### src/rtl/shift_mux_arbiter_pkg.sv
// Shared types and constants for the shift/mux arbiter slice.
package shift_mux_arb_pkg;

    // Output register occupancy
    typedef enum logic {
        EMPTY = 1'b0,
        FULL  = 1'b1
    } state_t;

    // Source tags reported on out_src
    localparam logic SRC_REQ0 = 1'b0;
    localparam logic SRC_REQ1 = 1'b1;

    // Default left-shift applied to requester-0 data
    localparam int DEFAULT_SHIFT = 3;

endpackage : shift_mux_arb_pkg

### src/rtl/shift_mux_arbiter_datapath.sv
// Combinational shared datapath: requester-0 operand is shifted left,
// requester-1 operand passes through, and the arbiter's select picks one.
module shift_mux_datapath
    import shift_mux_arb_pkg::*;
#(
    parameter int WIDTH = 8,
    parameter int SHIFT = DEFAULT_SHIFT
) (
    input  logic [WIDTH-1:0] data0,
    input  logic [WIDTH-1:0] data1,
    input  logic             sel,
    output logic [WIDTH-1:0] result
);

    logic [WIDTH-1:0] shifted;

    // Shift truncates to WIDTH; bits shifted past the MSB are discarded
    assign shifted = data0 << SHIFT;

    // 2:1 select between shifted and pass-through operands
    always_comb begin
        result = shifted;
        if (sel == SRC_REQ1) begin
            result = data1;
        end
    end

endmodule : shift_mux_datapath

### src/rtl/shift_mux_arbiter.sv
// Round-robin arbiter sharing one shift/mux datapath between two
// valid/ready requesters, feeding a one-entry registered output stage.
module shift_mux_arbiter
    import shift_mux_arb_pkg::*;
#(
    parameter int WIDTH = 8,
    parameter int SHIFT = DEFAULT_SHIFT,
    parameter int CNT_W = 8
) (
    input  logic             clk,
    input  logic             rst_n,
    input  logic             req0_valid,
    input  logic [WIDTH-1:0] req0_data,
    output logic             req0_ready,
    input  logic             req1_valid,
    input  logic [WIDTH-1:0] req1_data,
    output logic             req1_ready,
    output logic             out_valid,
    output logic [WIDTH-1:0] out_data,
    output logic             out_src,
    input  logic             out_ready,
    output logic [CNT_W-1:0] grant_cnt0,
    output logic [CNT_W-1:0] grant_cnt1
);

    state_t           state;
    logic             last_grant;
    logic             winner;
    logic             can_accept;
    logic             accept;
    logic [WIDTH-1:0] mux_result;

    // Counter increment that sticks at all-ones
    function automatic logic [CNT_W-1:0] sat_inc(input logic [CNT_W-1:0] c);
        return (&c) ? c : c + CNT_W'(1);
    endfunction

    // Slot is free when empty, or when the held result leaves this cycle
    assign can_accept = (state == EMPTY) | (out_ready & out_valid);
    assign out_valid  = (state == FULL);

    // Round-robin pick: a lone requester wins; on contention the one not granted last wins
    always_comb begin
        winner = SRC_REQ0;
        if (req0_valid && req1_valid) begin
            winner = ~last_grant;
        end else if (req1_valid) begin
            winner = SRC_REQ1;
        end
    end

    assign req0_ready = can_accept & req0_valid & (winner == SRC_REQ0);
    assign req1_ready = can_accept & req1_valid & (winner == SRC_REQ1);
    assign accept     = req0_ready | req1_ready;

    shift_mux_datapath #(
        .WIDTH (WIDTH),
        .SHIFT (SHIFT)
    ) u_datapath (
        .data0  (req0_data),
        .data1  (req1_data),
        .sel    (winner),
        .result (mux_result)
    );

    // Occupancy FSM, output register, round-robin history and grant counters
    always_ff @(posedge clk) begin
        if (!rst_n) begin
            state      <= EMPTY;
            out_data   <= '0;
            out_src    <= SRC_REQ0;
            last_grant <= SRC_REQ1;
            grant_cnt0 <= '0;
            grant_cnt1 <= '0;
        end else if (accept) begin
            state      <= FULL;
            out_data   <= mux_result;
            out_src    <= winner;
            last_grant <= winner;
            if (winner == SRC_REQ0) begin
                grant_cnt0 <= sat_inc(grant_cnt0);
            end else begin
                grant_cnt1 <= sat_inc(grant_cnt1);
            end
        end else if (state == FULL && out_ready) begin
            state <= EMPTY;
        end
    end

endmodule : shift_mux_arbiter
### config.mk
export PLATFORM = sky130hd
export DESIGN_NAME = shift_mux_arbiter
export DESIGN_NICKNAME = d
export VERILOG_FILES = /design/src/rtl/shift_mux_arbiter_pkg.sv /design/src/rtl/shift_mux_arbiter_datapath.sv /design/src/rtl/shift_mux_arbiter.sv
export SDC_FILE = /design/constraint.sdc
export NUM_CORES = 1
export LEC_CHECK = 0
export BUFFER_PORTS_ARGS = -buffer_cell sky130_fd_sc_hd__buf_2
export CAP_MARGIN = 10
export CORE_MARGIN = 5
export CORE_UTILIZATION = 43
export DETAILED_ROUTE_END_ITERATION = 7
export PLACE_DENSITY = 0.72
export SKIP_CTS_REPAIR_TIMING = 1
export SYNTH_ARGS = -nofsm -noshare
export SYNTH_HDL_FRONTEND = slang
export SYNTH_SLANG_ARGS = --single-unit
### constraint.sdc
create_clock -name clk -period 1.4 [get_ports clk]
set_input_delay 0.28 -clock clk [delete_from_list [all_inputs] [get_ports clk]]
set_output_delay 0.28 -clock clk [all_outputs]
set_load 0.05 [all_outputs]
## Word-level counts from Yosys, hierarchy flattened

Cells that the tools add are included.

| operators by class | value |
|---|---|
| add/sub/neg operators | 2 |
| mux-type cells | 5 |
| reductions and logical operators | 7 |
| bitwise logic cells | 12 |

Operators with widths:

| kind | number |
|---|---|
| adder 8 x 1 -> 8 bit (second input constant) | 2 |
| AND reduction 8 bit | 2 |
| 2-to-1 mux 8 bit | 1 |
| AND reduction 3 bit | 2 |
| bitwise AND 1 bit | 5 |
| inverter 1 bit | 5 |
| 2-to-1 mux 1 bit | 4 |
| logical AND 1 bit | 2 |
| bitwise OR 1 bit | 2 |
| nonzero test 2 bit | 1 |

| storage, ports and cells | value |
|---|---|
| logic and storage cells | 32 |
| bits in registers | 27 |
| output and inout bits | 28 |
| input port bits | 21 |

## Logic depth before layout (Yosys ltp)

| depth | value |
|---|---|
| depth in word-level cells | 6 |
| depth in mapped cells | 5 |

## Hierarchy

From an unflattened synthesis, not the netlist that was laid out.

| unflattened totals | value |
|---|---|
| cells, all modules | 156 |
| area, all modules | 1,378.8 µm² |

Modules (own cells, without submodules):

| module | instances | area an instance (µm²) | cells an instance |
|---|---|---|---|
| shift_mux_arbiter | 1 | 1,270.0 | 147 |
| shift_mux_datapath | 1 | 108.9 | 9 |

## Worst setup path before layout

OpenSTA, ideal clock, no wires.

| timing | value |
|---|---|
| path type | reg2reg |
| start point | reg grant_cnt0[0] |
| end point | reg grant_cnt0[2] |
| cell stages (with the launch flop) | 6 |
| slack | -357 ps |
| clock period less this slack | 1,757 ps |
| arrival | 1,666 ps |
| data required time | 1,309 ps |
| cells stage by stage | dfxtp_1 ha_1 nand4_1 nor2_1 nor2_1 a311oi_1 |

| on the way | value |
|---|---|
| cells in the longest elaborated chain, start to end | 3 |
| elaborated cells between the ends (all ways) | 4 |
| those cells by class | add/sub: 1; bitwise: 1; reduce/logical: 2 |

Ends and longest elaborated chain:

| what | RTL line | text |
|---|---|---|
| start, declared | shift_mux_arbiter.sv:22 | `output logic [CNT_W-1:0] grant_cnt0,` |
| start signal, assigned | shift_mux_arbiter.sv:81 | `grant_cnt0 <= sat_inc(grant_cnt0);` |
| branches (longest 3 deep; another with adder 8 x 1 -> 8 bit) | n/a |  |

Several ways; the timed one is not identified.
A chain may end at the register's enable or synchronous reset.

## Worst setup path in the final report

| timing | value |
|---|---|
| start point | reg last_grant |
| end point | out req1_ready |

| on the way | value |
|---|---|
| cells in the longest elaborated chain, start to end | 3 |

Ends and longest elaborated chain:

| what | RTL line | text |
|---|---|---|
| start, declared | shift_mux_arbiter.sv:27 | `logic last_grant;` |
| start signal, assigned | shift_mux_arbiter.sv:79 | `last_grant <= winner;` |
| inverter 1 bit | shift_mux_arbiter.sv:46 | `winner = ~last_grant;` |
| 2-to-1 mux 1 bit | shift_mux_arbiter.sv:45 | `if (req0_valid && req1_valid) begin` |
| bitwise AND 1 bit | shift_mux_arbiter.sv:53 | `assign req1_ready = can_accept & req1_valid & (winner == SRC_REQ1);` |
| end, declared | shift_mux_arbiter.sv:17 | `output logic req1_ready,` |

No other way between the ends.

==> flow_summary.toml <==
[sta]
fin_setup_tns_ns = -0.176
min_period_ns = 1.50
rsz0062_at_grt = "true"
final.setup.worst_slack_ns = -0.104
finalCritPeriodShare_pct = 107
slew_headroom_pct = 69.1
slew_viol_final = 0
finClkSkew_ns = 0.00866
fmax_mhz = 665
hold_violations = 0
setup_viol = 2
tightest_slew_ns = 0.459

[power_and_ir_drop]
p_comb_share_pct = 25.3
switchingPower_uw = 516
p_leak_uw = 0.000779
pwr-share-clk_pct = 21.4
finalPower_uw = 1570
p_int_uw = 1050
seq_power_share_pct = 53.3
peakVddDrop_v = 0.000796
p_per_area_nw_per_um2 = 883
switching_share_pct = 32.9

[floorplanning]
core_area_sq_um = 2760
row_count = 19
initial_core_util_pct = 45.1
die_y_um = 63.8
io-pin-count = 49
die_area_sq_um = 4060
die_w_um = 63.8

[yosys]
syn_area_sq_um = 1240
synth_top_area_share_pct = 43.5
synth_area_leaders = "dfxtp_1 44%, nand2_1 7.9%, a31oi_1 4.0%, o21ai_0 3.6%, nor2_1 3.3%"
synth.avg_cell_area_sq_um = 8.39
synth_edf_count = 0
ys_seq_elements = 27
synth_fp_nets = 171
synth_flop_cell = "dfxtp_1"
ys_seq_area_share_pct = 43.5
synthCells = 148
yosys.area.top_type = "dfxtp_1"
ys_warn_count = 0
synth_cell_types = 36
async_reset_ff_share_pct = 0

[placed_design]
placed_cell_area_sq_um = 1650
pre_cts_ws_ns = -0.135
hpwl_um = 2650
portBuffers = 45
gp_congestion = 0.838

[global_route]
grt_pass1_vias = 1286
grt_pass1_wl_um = 5660
globalRouteOverflowTotal = 0
antenna_found_initial = 0
grt_usage_pct = 16.9
grt_max_degree = 16

[detailed_routing]
drt_iter0_markers = 69
dr.pass1.iters = 4
viasPerCell = 5.52
drc = 0
dr_wl_met2_um = 1750
wl_met3_um = 215
drt-met1-wl_um = 1410
maxUsedRoutingLayer = "met4"
postRouteAntennaNets = 0
num_vias = 1319
drt-total-wl_um = 3420
avgRoutedWirePerCell_um = 14.3

[critical_path]
arrival_ns = 1.22
rrSetupSlack_ns = 0.05
end_kind = "output port"
crit_required_ns = 1.12
path_class = "reg2out"
start_kind = "register"
cp_max_fo = 4

[clocking]
clk_latency_ns = 0.33
clk_path_buf_depth = 2
htreeDepth = 1
cts_made_buffers = 3
cts_root_buf = "clkbuf_4"
cts_tree = "yes"
clkTransAtPathRegs_ns = 0.15
cts.sinks = 27

[finish]
nFillCells = 227
antennaDiodeCount = 0
layout_common_cells = "42 x buf_2, 25 x nand2_1, 15 x buf_4"
area_delta_synth_final_pct = 42.8
final_common_cell = "buf_2"
final_core_util_pct = 64.3
final_area_sq_um = 1770
drive_gt1_share_pct = 47.1
layout.nets = 232

[status]
status = "complete, but fails checks"
violations = "negative setup slack"

[min_path]
hp-class = "in2reg"

[flow_run]
drv_cap = 0
==> critical path: stages, from the launching register on <==
cell and delay (ns):
dfxtp_4 0.39, a21boi_4 0.18, nand2_2 0.09, clkinvlp_4 0.09, buf_8 0.14
==> logic make-up (layout without fill, tap and decap cells) <==
| family | count (synthesis) | count (layout) | synth area share [%] |
|---|---|---|---|
| AOI/OAI and AO/OA | 39 | 39 | 21.6 |
| adders and majority gates | 2 | 2 | 2.01 |
| DFF | 27 | 27 | 43.5 |
| and+or+nand+nor | 67 | 67 | 27.0 |
| buffers and inverters | 9 | 69 | 2.72 |
| muxes | 4 | 4 | 3.22 |
==> layer usage <==
layer | GRT usage, % | vias to the layer above
li1 | - | 662
met4 | 5.71 | 0
met2 | 30.7 | 42
met1 | 18.7 | 609
met3 | 4.73 | 6
met5 | 0 | -
==> stage by stage <==
step                      std cells  hold slack (ns)
final                           239            0.192
after CTS                       235            0.182
after floorplan                 148            0.425
after global routing            239            0.173
after detailed placement        231            0.490
after global placement          231            0.478
==> state kept, by name (all words and copies together), names as in the netlist <==
signal,flops
grant_cnt0,8
grant_cnt1,8
out_data,8
last_grant,1
out_src,1
out_valid,1
==> power groups by stage <==
| stage | combinational (uW) | sequential [uW] | clock, uW |
|---|---|---|---|
| after floorplan | 136 | 963 | 0 |
| after global placement | 356 | 849 | 0 |
| after detailed placement | 368 | 851 | 0 |
| after CTS | 367 | 835 | 351 |
| after global routing | 425 | 842 | 386 |
| final | 397 | 834 | 335 |
==> cells in the mapped netlist (all sizes together), types with 4 or more instances <==
cell type   n
nor3        5
clkbuf      4
nand3       8
a21oi       6
dfxtp      27
nand2      26
inv         5
a31oi       8
nor2       11
mux2i       4
o21ai       9
==> layout make-up <==
cell class / instances / area, sq um / area share, %
clock buffers: 3 / 22.5 / 1.27
clock inverters: 1 / 5.00 / 0.282
inverters: 5 / 25.0 / 1.41
multi-input cells: 112 / 747 / 42.1
flip-flops and latches: 27 / 576 / 32.4
well taps: 31 / 38.8 / 2.19
repair buffers: 60 / 360 / 20.3
==> path summary, 6_finish.rpt <==
kind,startpoint,endpoint,cells past startpoint
setup / recovery,last_grant,req1_ready,4
hold / removal,req1_data[2],out_data[2],3
setup reg to reg,last_grant,grant_cnt0[3],4
hold reg to reg,out_data[1],out_data[1],2
Note: power is estimated with default switching activity, not from simulation.
